File: src/rtl/shift_seq_pkg.sv
// Shared ALU definitions for the shift sequencer: accumulator width,
// shift-amount width and the sequencer state encodings.
package shift_seq_pkg;

    localparam int SSQ_WIDTH = 56;   // accumulator ext:msb:lsb, bits 55:0
    localparam int SSQ_CNTW  = 6;    // shift-amount width

    typedef logic [SSQ_WIDTH-1:0] acc_t;

    typedef enum logic [1:0] {
        SSQ_IDLE  = 2'd0,
        SSQ_SHIFT = 2'd1,
        SSQ_DONE  = 2'd2
    } ssq_state_e;

endpackage

File: src/rtl/shift_seq_shift1.sv
// One-bit arithmetic shifter from the ALU. Purely combinational: left shift
// fills with zero, right shift fills with the sign bit. ovf flags a left step
// that changes the sign (the two top bits differ before the step).
module shift1
    import shift_seq_pkg::*;
#(
    parameter int WIDTH = SSQ_WIDTH
) (
    input  logic [WIDTH-1:0] din,
    input  logic             left,
    output logic [WIDTH-1:0] dout,
    output logic             ovf
);

    // select shift direction; right shifts can never overflow
    always_comb begin
        if (left) begin
            dout = {din[WIDTH-2:0], 1'b0};
            ovf  = din[WIDTH-1] ^ din[WIDTH-2];
        end else begin
            dout = {din[WIDTH-1], din[WIDTH-1:1]};
            ovf  = 1'b0;
        end
    end

endmodule

File: src/rtl/shift_seq.sv
// Multi-bit arithmetic shift sequencer: performs an N-bit shift one bit per
// clock through a single shift1 instance, then pulses done with the result.
//
//   state     | meaning
//   ----------+-----------------------------------------------------------
//   SSQ_IDLE  | waiting for start; dout holds the last result
//   SSQ_SHIFT | one bit shifted per clock, count counts down to zero
//   SSQ_DONE  | one-cycle result pulse; a start here is accepted at once
module shift_seq
    import shift_seq_pkg::*;
#(
    parameter int WIDTH = SSQ_WIDTH,
    parameter int CNTW  = SSQ_CNTW
) (
    input  logic             clk,
    input  logic             reset,
    input  logic             start,
    input  logic             dir,
    input  logic [CNTW-1:0]  amount,
    input  logic [WIDTH-1:0] din,
    output logic [WIDTH-1:0] dout,
    output logic             busy,
    output logic             done,
    output logic             ovf
);

    ssq_state_e       state;
    ssq_state_e       state_nx;
    logic [WIDTH-1:0] shreg;
    logic [WIDTH-1:0] sh_next;
    logic             sh_ovf;
    logic [CNTW-1:0]  count;
    logic [CNTW-1:0]  amt_clamped;
    logic             dir_q;
    logic             ovf_q;
    logic             accept;

    // amounts beyond the accumulator width behave as a full-width shift
    assign amt_clamped = (amount > CNTW'(WIDTH)) ? CNTW'(WIDTH) : amount;
    assign accept      = start && ((state == SSQ_IDLE) || (state == SSQ_DONE));

    shift1 #(.WIDTH(WIDTH)) u_shift1 (
        .din  (shreg),
        .left (dir_q),
        .dout (sh_next),
        .ovf  (sh_ovf)
    );

    // state register
    always_ff @(posedge clk) begin
        if (reset) state <= SSQ_IDLE;
        else       state <= state_nx;
    end

    // capture a new request, or advance the shift one bit and count down
    always_ff @(posedge clk) begin
        if (reset) begin
            shreg <= '0;
            count <= '0;
            dir_q <= 1'b0;
            ovf_q <= 1'b0;
        end else if (accept) begin
            shreg <= din;
            count <= amt_clamped;
            dir_q <= dir;
            ovf_q <= 1'b0;
        end else if (state == SSQ_SHIFT) begin
            shreg <= sh_next;
            count <= count - CNTW'(1);
            if (sh_ovf) ovf_q <= 1'b1;
        end
    end

    // next-state decode; zero-length requests go straight to DONE
    always_comb begin
        state_nx = state;
        case (state)
            SSQ_IDLE: begin
                if (start) state_nx = (amt_clamped == '0) ? SSQ_DONE : SSQ_SHIFT;
            end
            SSQ_SHIFT: begin
                if (count <= CNTW'(1)) state_nx = SSQ_DONE;
            end
            SSQ_DONE: begin
                if (start) state_nx = (amt_clamped == '0) ? SSQ_DONE : SSQ_SHIFT;
                else       state_nx = SSQ_IDLE;
            end
            default: state_nx = SSQ_IDLE;
        endcase
    end

    // state-decoded outputs; dout always mirrors the shift register
    always_comb begin
        busy = (state == SSQ_SHIFT);
        done = (state == SSQ_DONE);
        dout = shreg;
        ovf  = ovf_q;
    end

endmodule

File: config.mk
export PLATFORM = sky130hd
export DESIGN_NAME = shift_seq
export DESIGN_NICKNAME = d
export VERILOG_FILES = /design/src/rtl/shift_seq_pkg.sv /design/src/rtl/shift_seq_shift1.sv /design/src/rtl/shift_seq.sv
export SDC_FILE = /design/constraint.sdc
export NUM_CORES = 1
export LEC_CHECK = 0
export CAP_MARGIN = 20
export CORE_MARGIN = 4
export CORE_UTILIZATION = 42
export CTS_BUF_LIST = sky130_fd_sc_hd__clkbuf_4
export DETAILED_ROUTE_END_ITERATION = 16
export PLACE_DENSITY = 0.79
export SYNTH_ARGS = -nofsm -noshare
export SYNTH_HDL_FRONTEND = slang
export SYNTH_SLANG_ARGS = --single-unit
File: constraint.sdc
create_clock -name clk -period 1.5 [get_ports clk]
set_clock_uncertainty 0.1 [all_clocks]
set_input_delay 0.3 -clock clk [delete_from_list [all_inputs] [get_ports clk]]
set_output_delay 0.3 -clock clk [all_outputs]
set_load 0.02 [all_outputs]
==> impl_metrics.ini, run 1 <==
[floorplan]
dieHeight_um = 98.68
io_pins = 125
die_area_um2 = 9737
core_um2 = 7848
die_x_um = 98.68
rows = 32
initial_core_util = 0.4401

[grt]
grtUsageMet1 = 0.3227
use_met3 = 0.05379
antenna_found_initial = 0
grt_first_pass_wirelength_mm = 20.64
grt_usage = 0.2592
top_usage_layer = met2
grt_max_degree = 47
gr-total-overflow = 0
first_global_vias = 4052
grt_use_met2 = 0.4399

[worst_setup_path]
worstPathCellList = nand2b_4 -> buf_4 -> o41ai_4 -> a311oi_2
slowest_delay_ns = 0.36
cp.buffers_inverters = 1
cp.arrival_ns = 1.71
startpoint_type = flop
crit_family = compound AO/OA/AOI/OAI gates
endpoint_kind = flop
crit_path_top_delay_cell = o41ai_4
crit_fanout = 29
criticalPathCategory = flop to flop
worstPathRequired_ns = 1.67

[cts]
clockBufferDepth = 2
clkLatencyLatePin_ns = 0.40
cts_max_level = 3
root_buffer = clkbuf_4
cts_buffers = 9
clkTransAtPathRegs_ns = 0.11
cts_tree = built
cts.sinks = 66

[pwr]
powerDensity_nw_per_um2 = 973.7
leakage_nw = 2.163
peakVddDrop_mv = 0.5573

[final_layout]
multiInputGateArea_um2 = 2143
diodes = 0
drive_above_1_share = 0.3592
fin_area_um2 = 5722
seq_area_um2 = 1380
nFillCells = 585
syn2layout_area_growth_pct = 65.69
fin_nets = 657

[timing]
tightestPinTransition_ns = 0.5785
finalHoldViolCount = 0
rsz0062_at_grt = yes
relSlewSlack = 0.6143
period_needed_ns = 1.540
report.final.slew_viol_count = 0
final-setup-viol-count = 4
fin_crit_sh = 1.027
fin_ws_ns = -0.04026
clock.fmax_ghz = 0.6492
finalSetupTns_ns = -0.1390

[yosys]
yosysSeqAreaShare = 0.3826
synth_cell_types = 32
synth.top_cells.by_count = dfxtp_1, nor2_1, nor3_1
avgSynthCellArea_um2 = 7.831
yosys_register_bits = 66
yosysWarnings = 0
ys_top_cells_by_area = dfxtp_1, a211oi_1, nor2b_1
synth_top_area_share = 0.3826
synth-async-reset-ratio = 0
syn-instance-count = 441
netlist_area_um2 = 3453
synth.most_common_cell = dfxtp_1
synth_area_leader_cell = dfxtp_1
synth_edf_count = 0
synth_ff_type = dfxtp_1
syn_nets = 509

[route]
first_iter_violations = 243
wirelength_mm = 13.40
first_pass_iters = 4
vias_per_cell = 6.036
wl_per_cell_um = 19.28
num_vias = 4195
drc = 0
drtAntennaViolNets = 0

[placed_design]
gp_congestion = 0.8254
dpl_cell_area_um2 = 5020
hpwl_mm = 7.630
io_buffers = 124

[job]
cap_violations = 0

[worst_hold_path]
hold_path.class = input port to flop

[outcome]
status = finished with violations
violations = setup timing
-- power by group --
| group | internal [mW] | switching, mW |
|---|---|---|
| Clock | 0.359 | 0.636 |
| Combinational | 1.15 | 1.17 |
| Sequential | 2.01 | 0.250 |
| Total | 3.52 | 2.06 |
-- stage by stage --
step	std cells	total power, mW	utilization	setup slack [ns]	hold slack, ns
2_1_floorplan	441	3.266	-	0.001714	0.3360
3_3_place_gp	663	4.159	0.6397	-0.4405	0.3966
3_5_place_dp	663	4.216	0.6397	-0.4708	0.4055
4_1_cts	694	5.394	0.7095	-0.01648	0.2053
5_1_grt	695	5.855	0.7291	-0.08843	0.2487
6_report	695	5.571	0.7291	-0.04026	0.2373
-- cells by family (layout without fill, tap and decap cells) --
kind of cell / Yosys count / after routing / share of synthesized area
buffers and inverters: 49 / 201 / 0.06051
AO/OA/AOI/OAI: 74 / 74 / 0.1587
AND/OR/NAND/NOR: 247 / 247 / 0.3830
multiplexers: 1 / 1 / 0.002899
adder cells (fa/ha/maj): 2 / 2 / 0.007245
XOR/XNOR: 2 / 2 / 0.005073
flip-flops: 66 / 66 / 0.3826
-- layout by cell type, fill, tap and decap left out, drive strengths merged, types with 2 or more instances in the layout --
cell type      instances
a2111oi                3
a211oi                57
a21oi                  6
a311oi                 3
buf                   68
clkbuf                18
clkdlybuf4s15         42
clkdlybuf4s50         60
clkinv                 4
dfxtp                 66
dlygate4sd2            4
ha                     2
inv                    4
nand2                  2
nand2b                 2
nand3                  2
nand3b                 3
nor2                  62
nor2b                 56
nor3                  59
nor4                  54
o31ai                  2
or4                    3
-- sequential cells by signal, summed over array words and instances (netlist names) --
| name | flops |
|---|---|
| dir_q | 1 |
| dout | 56 |
| state | 2 |
| ovf | 1 |
| count | 6 |
-- per-layer routing --
layer	share of wire	vias to the layer above	wire, µm
met5	0	-	0
met4	0.019	0	257
met3	0.081	27	1090
met2	0.50	243	6660
met1	0.40	1987	5392
li1	-	1938	-
-- worst paths after layout --
kind / start / end / slack, ns / depth (start not counted)
setup / recovery: state[1]$_SDFFE_PP0P_ / count[5]$_SDFFE_PP0P_ / -0.04 / 4
hold / removal: reset / state[1]$_SDFFE_PP0P_ / 0.24 / 3
setup reg to reg: state[1]$_SDFFE_PP0P_ / count[5]$_SDFFE_PP0P_ / -0.04 / 4
hold reg to reg: count[4]$_SDFFE_PP0P_ / count[4]$_SDFFE_PP0P_ / 0.43 / 1
-- repair_timing --
item	in CTS	in global routing
gates resized for setup	226	74
setup buffers	9	2
pin swaps	18	20
endpoints found under the setup margin	115	91
hold buffers	0	0
cloned	7	2
-- worst min-delay path, stage by stage --
cell	delay, ns
buf_2	0.09
buf_4	0.27
a21oi_2	0.04
-- layout make-up --
class / instances / area share
clock buffer: 11 / 0.01443
sequential: 66 / 0.2412
tap: 102 / 0.02230
clock inverter: 4 / 0.003499
inverter: 4 / 0.003499
timing repair buffer: 182 / 0.3405
multi-input combinational: 326 / 0.3746
Note: power is estimated with default switching activity, not from simulation.
==> run 2: changes to the inputs <==
- TNS_END_PERCENT: not set -> 5
==> impl_metrics.ini, run 2 (same netlist as run 1, synthesis figures left out) <==
[outcome]
status = finished with violations
violations = setup timing

[worst_setup_path]
r2r_cells = 5
r2r-end = count[4]$_SDFFE_PP0P_
slowest_delay_ns = 0.41
cp.arrival_ns = 1.72
worstPathCellList = inv_1 -> ha_1 -> nand3b_1 -> nor3_1 -> a2111oi_1
startpoint_type = flop
r2r_slack_ns = -0.04
crit-reg2reg-launch = count[1]$_SDFFE_PP0P_
crit_family = compound AO/OA/AOI/OAI gates
criticalPathCategory = flop to flop
endpoint_kind = flop
cp.buffers_inverters = 1
worstPathRequired_ns = 1.68
crit_path_top_delay_cell = a2111oi_1
crit_fanout = 4

[final_layout]
final_cells = 693
diodes = 0
fin_nets = 655
drive_above_1_share = 0.3266
final_cell_mix = nor2_1, nor3_1, clkdlybuf4s50_1
largest_register_ffs = 56
final_common_cell = nor2_1
syn2layout_area_growth_pct = 62.57
nFillCells = 592

[placed_design]
hpwl_mm = 7.630
io_buffers = 124
place_ws_ns = -0.4708
dp.cells = 663
gp_congestion = 0.8254

[worst_hold_path]
hold_path.class = input port to flop
min-delay-start = reset
whs_path_depth = 3
whs_endpoint = state[1]$_SDFFE_PP0P_

[floorplan]
initial_core_util = 0.4401
die_x_um = 98.68
dieHeight_um = 98.68
rows = 32
core_um2 = 7848
io_pins = 125
die_area_um2 = 9737

[grt]
grt_max_degree = 47
gr-total-overflow = 0
first_global_vias = 3810
grt_usage = 0.2321
grt_first_pass_wirelength_mm = 18.80
antenna_found_initial = 0

[timing]
clock.fmax_ghz = 0.6473
rsz0062_at_grt = yes
finalSetupTns_ns = -0.1317
report.final.slew_viol_count = 0
fin_ws_ns = -0.04488
finalHoldViolCount = 0
period_needed_ns = 1.545
relSlewSlack = 0.6267
final-setup-viol-count = 5
fin_crit_sh = 1.030
tightestPinTransition_ns = 0.5599

[route]
vias_per_cell = 5.987
drc = 0
drtAntennaViolNets = 0
num_vias = 4149
wirelength_mm = 12.84
first_iter_violations = 159
first_pass_iters = 5
wl_per_cell_um = 18.53

[job]
cap_violations = 0

[cts]
clockBufferDepth = 2
hold_buffers = 0
cts_max_level = 3
cts_buffers = 9
clkLatencyLatePin_ns = 0.40
cts_tree = built
root_buffer = clkbuf_4
clkTransAtPathRegs_ns = 0.11
cts.sinks = 66

[pwr]
peakVddDrop_mv = 0.4611
powerDensity_nw_per_um2 = 971.7
leakage_nw = 2.163
## run 2: worst max-delay path by stage
stage / start / endpoint / slack (ns) / cells past startpoint
floorplan: amount[4] / state[1]$_SDFFE_PP0P_ / 0.002 / 3
global placement: amount[4] / state[1]$_SDFFE_PP0P_ / -0.44 / 4
detailed placement: amount[4] / state[1]$_SDFFE_PP0P_ / -0.47 / 4
CTS: dout[12]$_SDFFE_PP0P_ / dout[12] / -0.09 / 1
global route: state[0]$_SDFFE_PP0P_ / count[4]$_SDFFE_PP0P_ / -0.13 / 6
finish: count[1]$_SDFFE_PP0P_ / count[4]$_SDFFE_PP0P_ / -0.04 / 5
## run 2: area by class of cell
class / count / area [µm²] / share of cell area
clock inverters: 4 / 20.02 / 0.003566
clock buffers: 11 / 82.58 / 0.01471
flip-flops and latches: 66 / 1378 / 0.2454
well taps: 102 / 127.6 / 0.02273
inverters: 4 / 17.52 / 0.003120
multi-input cells: 327 / 2063 / 0.3675
repair buffers: 179 / 1926 / 0.3430
## run 2: timing repair
| item | in CTS | in global routing |
|---|---|---|
| gates resized for setup | 202 | 67 |
| pin swaps | 1 | 34 |
| endpoints found under the setup margin | 115 | 93 |
| cloned | 2 | 7 |
| buffers inserted | 2 | 4 |
## run 2: worst reg2reg max path: cells and delay by family (launching register included)
kind / cells / cell delay, ns
simple gates: 2 / 0.23
fa+ha+maj: 1 / 0.22
compound gates: 1 / 0.41
buf+inv: 1 / 0.07
flops: 1 / 0.40
## run 2: metrics by stage
| step | hold slack [ns] | total power, mW | utilization | cell area (µm²) |
|---|---|---|---|---|
| after global placement | 0.3966 | 4.159 | 0.6397 | 5020 |
| after CTS | 0.2055 | 5.225 | 0.6744 | 5293 |
| after floorplan | 0.3360 | 3.266 | - | 3453 |
| final | 0.2213 | 5.455 | 0.7154 | 5614 |
| after detailed placement | 0.4055 | 4.216 | 0.6397 | 5020 |
| after global routing | 0.2206 | 5.723 | 0.7154 | 5614 |
## run 2: where the power goes
part | leakage [nW] | internal [mW] | switching, mW
clock network | 0.0662 | 0.360 | 0.632
registers | 0.561 | 2.00 | 0.240
logic | 1.54 | 1.10 | 1.12
## run 2: per-layer routing
| layer | track usage | vias to the layer above | share of wire |
|---|---|---|---|
| met2 | 0.3848 | 224 | 0.48 |
| li1 | - | 1923 | - |
| met4 | 0.07458 | 0 | 0.021 |
| met1 | 0.2974 | 1964 | 0.42 |
| met3 | 0.05662 | 38 | 0.080 |
| met5 | 0 | - | 0 |
